===== src/rtl/countdown_timer_if.sv =====
// countdown_timer_if
//   Bundles the load handshake, run controls and status outputs of countdown_timer.
//   master : producer/controller side (drives load/start/pause/stop/auto_reload)
//   slave  : timer side (drives load_ready/count/busy/done)
//   Signals:
//     load_valid, load_ready, load_value[WIDTH] - terminal-count load handshake
//     start, pause, stop, auto_reload           - run controls
//     count[WIDTH], busy, done                  - status
interface countdown_timer_if #(
   parameter int unsigned WIDTH = 4
);
   logic             load_valid;
   logic             load_ready;
   logic [WIDTH-1:0] load_value;
   logic             start;
   logic             pause;
   logic             stop;
   logic             auto_reload;
   logic [WIDTH-1:0] count;
   logic             busy;
   logic             done;

   modport master (
      output load_valid, load_value, start, pause, stop, auto_reload,
      input  load_ready, count, busy, done
   );

   modport slave (
      input  load_valid, load_value, start, pause, stop, auto_reload,
      output load_ready, count, busy, done
   );
endinterface


===== src/rtl/countdown_timer.sv =====
// countdown_timer
//   Loadable down-counter. A terminal count is accepted over a valid/ready load
//   handshake, counted down to zero after start, and a one-cycle done pulse is
//   emitted on expiry. With auto_reload the loaded value is reloaded on expiry
//   to produce periodic ticks.
//   Ports:
//     clk  - system clock, rising edge
//     rst  - asynchronous active-low reset
//     bus  - countdown_timer_if.slave (load handshake, controls, count/busy/done)
module countdown_timer #(
   parameter int unsigned WIDTH = 4
) (
   input logic               clk,
   input logic               rst,
   countdown_timer_if.slave  bus
);

   typedef enum logic [1:0] {
      StIdle,
      StLoaded,
      StRun,
      StPause
   } state_e;

   localparam logic [WIDTH-1:0] One = WIDTH'(1);

   state_e           state_q, state_d;
   logic [WIDTH-1:0] count_q, count_d;
   logic [WIDTH-1:0] reload_q, reload_d;
   logic             done_q, done_d;
   logic             load_fire;

   // Ready is decoded straight from state so the producer sees it in the same cycle.
   assign bus.load_ready = (state_q == StIdle) || (state_q == StLoaded);
   assign bus.busy       = (state_q == StRun) || (state_q == StPause);
   assign bus.count      = count_q;
   assign bus.done       = done_q;

   assign load_fire = bus.load_valid && bus.load_ready;

   always_ff @(posedge clk or negedge rst) begin
      if (!rst) begin
         state_q  <= StIdle;
         count_q  <= '0;
         reload_q <= '0;
         done_q   <= 1'b0;
      end else begin
         state_q  <= state_d;
         count_q  <= count_d;
         reload_q <= reload_d;
         done_q   <= done_d;
      end
   end

   always_comb begin
      state_d  = state_q;
      count_d  = count_q;
      reload_d = reload_q;
      done_d   = 1'b0;

      unique case (state_q)
         StIdle: begin
            if (load_fire) begin
               count_d  = bus.load_value;
               reload_d = bus.load_value;
               state_d  = StLoaded;
            end
         end
         StLoaded: begin
            // A load beats a simultaneous start.
            if (load_fire) begin
               count_d  = bus.load_value;
               reload_d = bus.load_value;
            end else if (bus.start) begin
               state_d = StRun;
            end
         end
         StRun: begin
            if (bus.pause) begin
               state_d = StPause;
            end else if (count_q > One) begin
               count_d = count_q - One;
            end else begin
               // Expiry covers count==1 and a zero load; count never underflows.
               done_d  = 1'b1;
               count_d = bus.auto_reload ? reload_q : '0;
               state_d = (bus.auto_reload && (reload_q != '0)) ? StRun : StIdle;
            end
         end
         StPause: begin
            // Resume edge only changes state; the decrement resumes next edge.
            if (!bus.pause) begin
               state_d = StRun;
            end
         end
         default: begin
            state_d = StIdle;
         end
      endcase

      // Stop overrides everything else, including an expiry in the same cycle.
      if (bus.stop && (state_q != StIdle)) begin
         state_d = StIdle;
         count_d = '0;
         done_d  = 1'b0;
      end
   end

endmodule


===== src/flat_wrapper.sv =====
// flat-port wrapper written by rule: the top's interface ports become plain ports
module countdown_timer_flat 
#(
   parameter int unsigned WIDTH = 4
)
  (clk, rst, bus_load_valid, bus_load_value, bus_start, bus_pause, bus_stop, bus_auto_reload, bus_load_ready, bus_count, bus_busy, bus_done);
  countdown_timer_if #(.WIDTH(WIDTH)) bus_i ();
  input logic clk;
  input logic rst;
  input wire logic [$bits(bus_i.load_valid)-1:0] bus_load_valid;
  input wire logic [$bits(bus_i.load_value)-1:0] bus_load_value;
  input wire logic [$bits(bus_i.start)-1:0] bus_start;
  input wire logic [$bits(bus_i.pause)-1:0] bus_pause;
  input wire logic [$bits(bus_i.stop)-1:0] bus_stop;
  input wire logic [$bits(bus_i.auto_reload)-1:0] bus_auto_reload;
  output wire logic [$bits(bus_i.load_ready)-1:0] bus_load_ready;
  output wire logic [$bits(bus_i.count)-1:0] bus_count;
  output wire logic [$bits(bus_i.busy)-1:0] bus_busy;
  output wire logic [$bits(bus_i.done)-1:0] bus_done;
  assign bus_i.load_valid = bus_load_valid;
  assign bus_i.load_value = bus_load_value;
  assign bus_i.start = bus_start;
  assign bus_i.pause = bus_pause;
  assign bus_i.stop = bus_stop;
  assign bus_i.auto_reload = bus_auto_reload;
  assign bus_load_ready = bus_i.load_ready;
  assign bus_count = bus_i.count;
  assign bus_busy = bus_i.busy;
  assign bus_done = bus_i.done;
  countdown_timer #(.WIDTH(WIDTH)) u_core (.clk(clk), .rst(rst), .bus(bus_i));
endmodule

===== config.mk =====
export PLATFORM = sky130hd
export DESIGN_NAME = countdown_timer_flat
export DESIGN_NICKNAME = d
export VERILOG_FILES = /design/src/rtl/countdown_timer_if.sv /design/src/rtl/countdown_timer.sv /design/src/flat_wrapper.sv
export SDC_FILE = /design/constraint.sdc
export NUM_CORES = 1
export LEC_CHECK = 0
export ABC_AREA = 1
export CAP_MARGIN = 20
export CORE_ASPECT_RATIO = 1.5
export CORE_MARGIN = 2
export CORE_UTILIZATION = 23
export CTS_CLUSTER_SIZE = 40
export DETAILED_ROUTE_END_ITERATION = 12
export MAX_ROUTING_LAYER = met4
export PLACE_DENSITY_LB_ADDON = 0.2
export SLEW_MARGIN = 20
export SYNTH_ARGS = -nofsm -noshare
export SYNTH_HDL_FRONTEND = slang
export SYNTH_SLANG_ARGS = --single-unit

===== constraint.sdc =====
create_clock -name clk -period 1.3 [get_ports clk]
set_input_delay 0.13 -clock clk [delete_from_list [all_inputs] [get_ports clk]]
set_output_delay 0.13 -clock clk [all_outputs]
set_load 0.1 [all_outputs]

# Yosys cells after proc, flatten, opt, wreduce, memory -nomap -nowiden
# Index checks and enable logic that the tools add are counted.
op_classes:
  muxes: 19
  n_reduce_logical: 13
  order_cmp: 1
  n_addsub: 1
  eq_ne: 10
ops:
  columns: ["cell", "n"]
  rows:
  - ["two-way mux 4 bit", 5]
  - ["two-way mux 2 bit", 8]
  - ["!= test 3 bit (second input constant)", 4]
  - ["case mux 2 bit (4 select lines)", 1]
  - ["case mux 4 bit (2 select lines)", 1]
  - ["AND reduction 5 bit", 1]
  - ["equality test 2 bit (second input constant)", 2]
  - ["> comparator 4 x 1 -> 1 bit (second input constant)", 1]
  - ["two-way mux 1 bit", 4]
  - ["!= test 4 bit (second input constant)", 1]
  - ["nonzero test 4 bit", 1]
  - ["subtractor 4 x 1 -> 4 bit (second input constant)", 1]
  - ["logical AND 1 bit", 3]
  - ["!= test 3 x 1 -> 1 bit (second input constant)", 1]
  - ["!= test 3 x 2 -> 1 bit (second input constant)", 1]
  - ["AND reduction 3 bit", 1]
  - ["nonzero test 3 bit", 1]
  - ["equality test 2 x 1 -> 1 bit (second input constant)", 1]
  - ["zero test 2 bit", 1]
  - ["logical OR 1 bit", 2]
  - ["AND reduction 2 bit", 1]
  - ["nonzero test 2 bit", 1]
  - ["OR reduction 2 bit", 1]
word_totals:
  out_inout_bits: 7
  inputBits: 11
  wordCells: 48
  reg_bits: 11

# Logic depth before layout (Yosys ltp)
depth:
  depth_word: 7
  ltp_mapped: 9
  mapped_depth_nobuf: 9

# Worst setup path after synthesis
# No wires, ideal clock.
synth_path:
  kind: "reg2reg"
  start: "register u_core.count_q[0], in the netlist u_core.bus.count[0]"
  end: "register u_core.count_q[0], in the netlist u_core.bus.count[0]"
  stages_incl_launch_ff: 9
  slack_ns: -0.727
  synth_period_minus_slack_ns: 2.027
  t_required_ns: 1.180
  path_buffers: 0
  t_arrival_ns: 1.907
  cell_sequence: "dfrtp_1 > inv_1 > ha_1 > inv_1 > nand2_1 > nand2_1 > nand3_1 > nand4_1 > nand2_1"
synth_via:
  elab_chain_len: 5
  elab_cells_between_ends: 6
  cone_classes: "add/sub (1); order compare (1); mux (4)"
synth_lines:
  columns: ["item", "line_no", "rtl"]
  rows:
  - ["start: declaration", "countdown_timer.sv:28", "logic [WIDTH-1:0] count_q, count_d;"]
  - ["start signal: assignment", "countdown_timer.sv:49", "count_q <= count_d;"]
  - ["subtractor 4 x 1 -> 4 bit or > comparator 4 x 1 -> 1 bit (tied branches)", "countdown_timer.sv:82, countdown_timer.sv:81", null]
  - ["two-way mux 4 bit (*)", "countdown_timer.sv:81", "end else if (count_q > One) begin"]
  - ["two-way mux 4 bit (*)", "countdown_timer.sv:79", "if (bus.pause) begin"]
  - ["case mux 4 bit (2 select lines) (*)", "countdown_timer.sv:61", "unique case (state_q)"]
  - ["two-way mux 4 bit (*)", "countdown_timer.sv:102", "if (bus.stop && (state_q != StIdle)) begin"]
# Every way passes the cells marked *; elsewhere a longest branch is shown, timed or not. The select of a mux whose other input is x is not followed.
# A chain may end at the register's enable or synchronous reset.

# Final worst setup path
layout_path:
  start: "register u_core.count_q[0], in the netlist u_core.bus.count[0]"
  end: "register u_core.state_q[1]"
layout_via:
  elab_chain_len: 3
layout_lines:
  columns: ["item", "line_no", "rtl"]
  rows:
  - ["> comparator 4 x 1 -> 1 bit", "countdown_timer.sv:81", null]
  - ["!= test 4 bit (no source line)", null, null]
  - ["AND reduction 5 bit (no source line)", null, null]
  - ["end signal: assignment", "countdown_timer.sv:43", "state_q <= StIdle;"]
  - ["end signal: assignment", "countdown_timer.sv:48", "state_q <= state_d;"]
  - ["end: declaration", "countdown_timer.sv:27", "state_e state_q, state_d;"]
# Every way passes these cells.

==> impl_results.md <==
* Asr flop ratio synth at 100%
* Syn avg cell area at 6.92 um^2
* Vias in the first global route at 910
* CP cell instances: inv_4, ha_4, inv_4, nand2_4, nand2_4, nand4_4, and2_4, nand2_2
* Final Util at 39.1%
* Hold WS at 186 ps
* Final hold vios at 0
* Slew @ Worst Pin at 363 ps
* Max Clk Rate at 755 MHz
* Die Y-Extent at 79.4 um
* RSZ-0062 raised after global routing: true
* CP endpoint kind: flip-flop
* DRT antenna net count at 0
* Die footprint at 4310 um^2
* WP data required at 1430 ps
* H-tree Lvls at 1
* First-pass GRT wire length at 4020 um
* Status: finished, violations left
* Share of layout cells above drive strength 1 at 40.4%
* Period utilisation layout at 102%
* Power, Total at 3.83 mW
* Finish-stage setup viols at 1
* Syn_nets at 139
* Cell family with most CP delay: flip-flops
* Hold Path Class: input port to asynchronous set/reset pin
* Core area at 3650 um^2
* Slowest-stage cell, CP: dfrtp_4
* Placed Area at 1280 um^2
* Pin count of the biggest net entering global routing at 12
* Mapped cell area at 872 um^2
* Area leader, netlist: dfrtp_1
* Syn. warnings at 0
* Residual DRC at 0
* Final slew viol count at 0
* Critical path launch point type: flip-flop
* Clock-pin slew on the worst setup and hold paths at 50 ps
* Crit path max fanout at 4
* CP Buf/Inv Count at 2
* Unique masters post-synth at 25
* Setup Crit Path Kind: flip-flop to flip-flop
* Area Growth Syn to Fin at 63.6%
* Rows at 27
* R2R Path Start: u_core.bus.count[0]
* Die width at 54.3 um
* Clk sinks at 11
* Hold buffers post-CTS at 0
* GRT Util Overall at 12.9%
* VDD IR max at 1.18 mV
* Final WS setup at -24.9 ps
* TritonCTS Buffers at 3
* Placer Congestion at 0.882
* Pwr Density at 2680 nW/um^2
* Leak Pwr at 0.670 nW
* Post-Route WL at 2240 um
* Synth top cells by count: nand2_1, inv_1, nand3_1
* Worst R2R End: u_core.state_q[1]
* Max-cap violations at 0
* Setup Skew at 0.472 ps
* Top cells by area, synth: dfrtp_1, nand2_1, nand3_1
* DRT Pass-1 Iters at 4
* Sequential share of the synthesized area at 31.6%
* Gate count of the mapped netlist at 126
* Worst path max stage delay at 510 ps
* FF+latch count, synth at 11
* CTS tree: built
* DP HPWL at 1860 um
* Number of antenna violations at the first check in global routing at 0
* IO Pins at 18
* Post-synth top flop: dfrtp_1
* Slew margin rel. at 75.7%
* # diodes at 0
* Maximum buffer depth of the clock tree at 2
* Violated checks: negative setup slack
* Nets at 175
* Iteration-0 DRC Markers at 27
* Wire per inst at 11.0 um
* Total grt overflow at 0
* Post-synth EDFFs at 0
* R2R setup slack at -20 ps
* Final instance area at 1430 um^2
* Worst Reg-to-Reg Cells at 8
* IO buf count at 17
* Initial Util at 23.9%
* Post-route minimum period at 1320 ps
* Top-count cell post-synth: nand2_1
* Drt via density at 4.45
* Clk Latency, worst-skew pair at 240 ps
* Via count at 908
* Share of the synthesized area in the top cell type at 31.6%
* Arrival time at the worst endpoint at 1460 ps
* CTS Root Cell: clkbuf_8
[kinds of logic (layout without fill, tap and decap cells)]
family          after synthesis  after routing  synth area share, %
fa+ha+maj                     2              2                 2.87
simple gates                 81             81                 47.1
buf+inv                      21             56                 11.0
flops                        11             11                 31.6
compound gates               11             11                 7.46
[layout make-up]
| type | count | area [um^2] |
|---|---|---|
| clock buffer | 4 | 45.0 |
| timing repair buffer | 34 | 384 |
| fill | 376 | 2220 |
| sequential | 11 | 287 |
| inverter | 18 | 81.3 |
| multi-input combinational | 94 | 576 |
| tap | 43 | 53.8 |
[cells in the final DEF (no fill, tap or decap)]
cell type / synthesis / routed
a21oi_1: 2 / 2
a21oi_2: 2 / 2
and2_4: 0 / 1
buf_12: 0 / 8
buf_4: 0 / 15
buf_6: 2 / 1
clkbuf_1: 1 / 1
clkbuf_8: 0 / 3
clkdlybuf4s50_1: 0 / 10
clkinvlp_4: 0 / 1
dfrtp_1: 11 / 6
dfrtp_2: 0 / 3
dfrtp_4: 0 / 2
ha_4: 0 / 2
inv_1: 14 / 9
inv_2: 3 / 4
inv_4: 1 / 4
nand2_1: 40 / 36
nand2_2: 1 / 3
nand2_4: 0 / 2
nand3_1: 14 / 11
nand3_2: 2 / 4
nand3_4: 0 / 1
nand3b_1: 1 / 1
nand4_1: 4 / 4
nand4_4: 1 / 1
nor2_1: 10 / 8
nor2_2: 3 / 5
nor2_4: 2 / 2
nor2_8: 1 / 1
nor3_1: 1 / 1
o21ai_0: 2 / 2
o21ai_1: 4 / 4
o21bai_1: 1 / 1
[how the worst max path moves through the flow]
stage                                    from             endpoint  slack, ps  cells after the start
after global placement    u_core.bus.count[1]    u_core.state_q[1]       -120                      8
after floorplan             u_core.state_q[1]  u_core.bus.count[3]       -340                      7
final                     u_core.bus.count[0]    u_core.state_q[1]        -20                      8
after global routing      u_core.bus.count[0]  u_core.bus.count[3]        -90                      8
after detailed placement  u_core.bus.count[1]    u_core.state_q[1]       -140                      8
after CTS                 u_core.bus.count[1]    u_core.state_q[1]        -20                      8
[per-layer routing]
layer	up-vias	GRT usage [%]	wire, um
met5	-	-	0
met4	0	7.75	89
met3	8	1.87	47
met2	15	21.2	1200
met1	416	14.2	903
li1	469	-	-
[per-stage QoR]
step / setup WS [ps] / std cells / TNS (ps)
finish: -24.9 / 204 / -24.9
global route: -87.2 / 204 / -410
CTS: -18.6 / 204 / -35.2
detailed placement: -138 / 198 / -640
global placement: -118 / 198 / -438
floorplan: -341 / 126 / -1830
[sequential cells by signal, summed over array words and instances, names as in the netlist]
signal            count
u_core.bus.count      4
u_core.reload_q       4
u_core.state_q        2
u_core.bus.done       1
[report_power, final]
part	leakage, nW	switching, mW	internal, mW
Clock	0.0228	0.135	0.216
Combinational	0.516	1.70	1.11
Sequential	0.132	0.159	0.503
[repair_timing]
item,in CTS,in global routing
setup endpoints to repair,7,7
buffers inserted,2,0
hold endpoints to repair,0,0
cloned,0,0
resized for setup,17,7
pin swaps,6,4
Power figures use the tool's default switching activity.
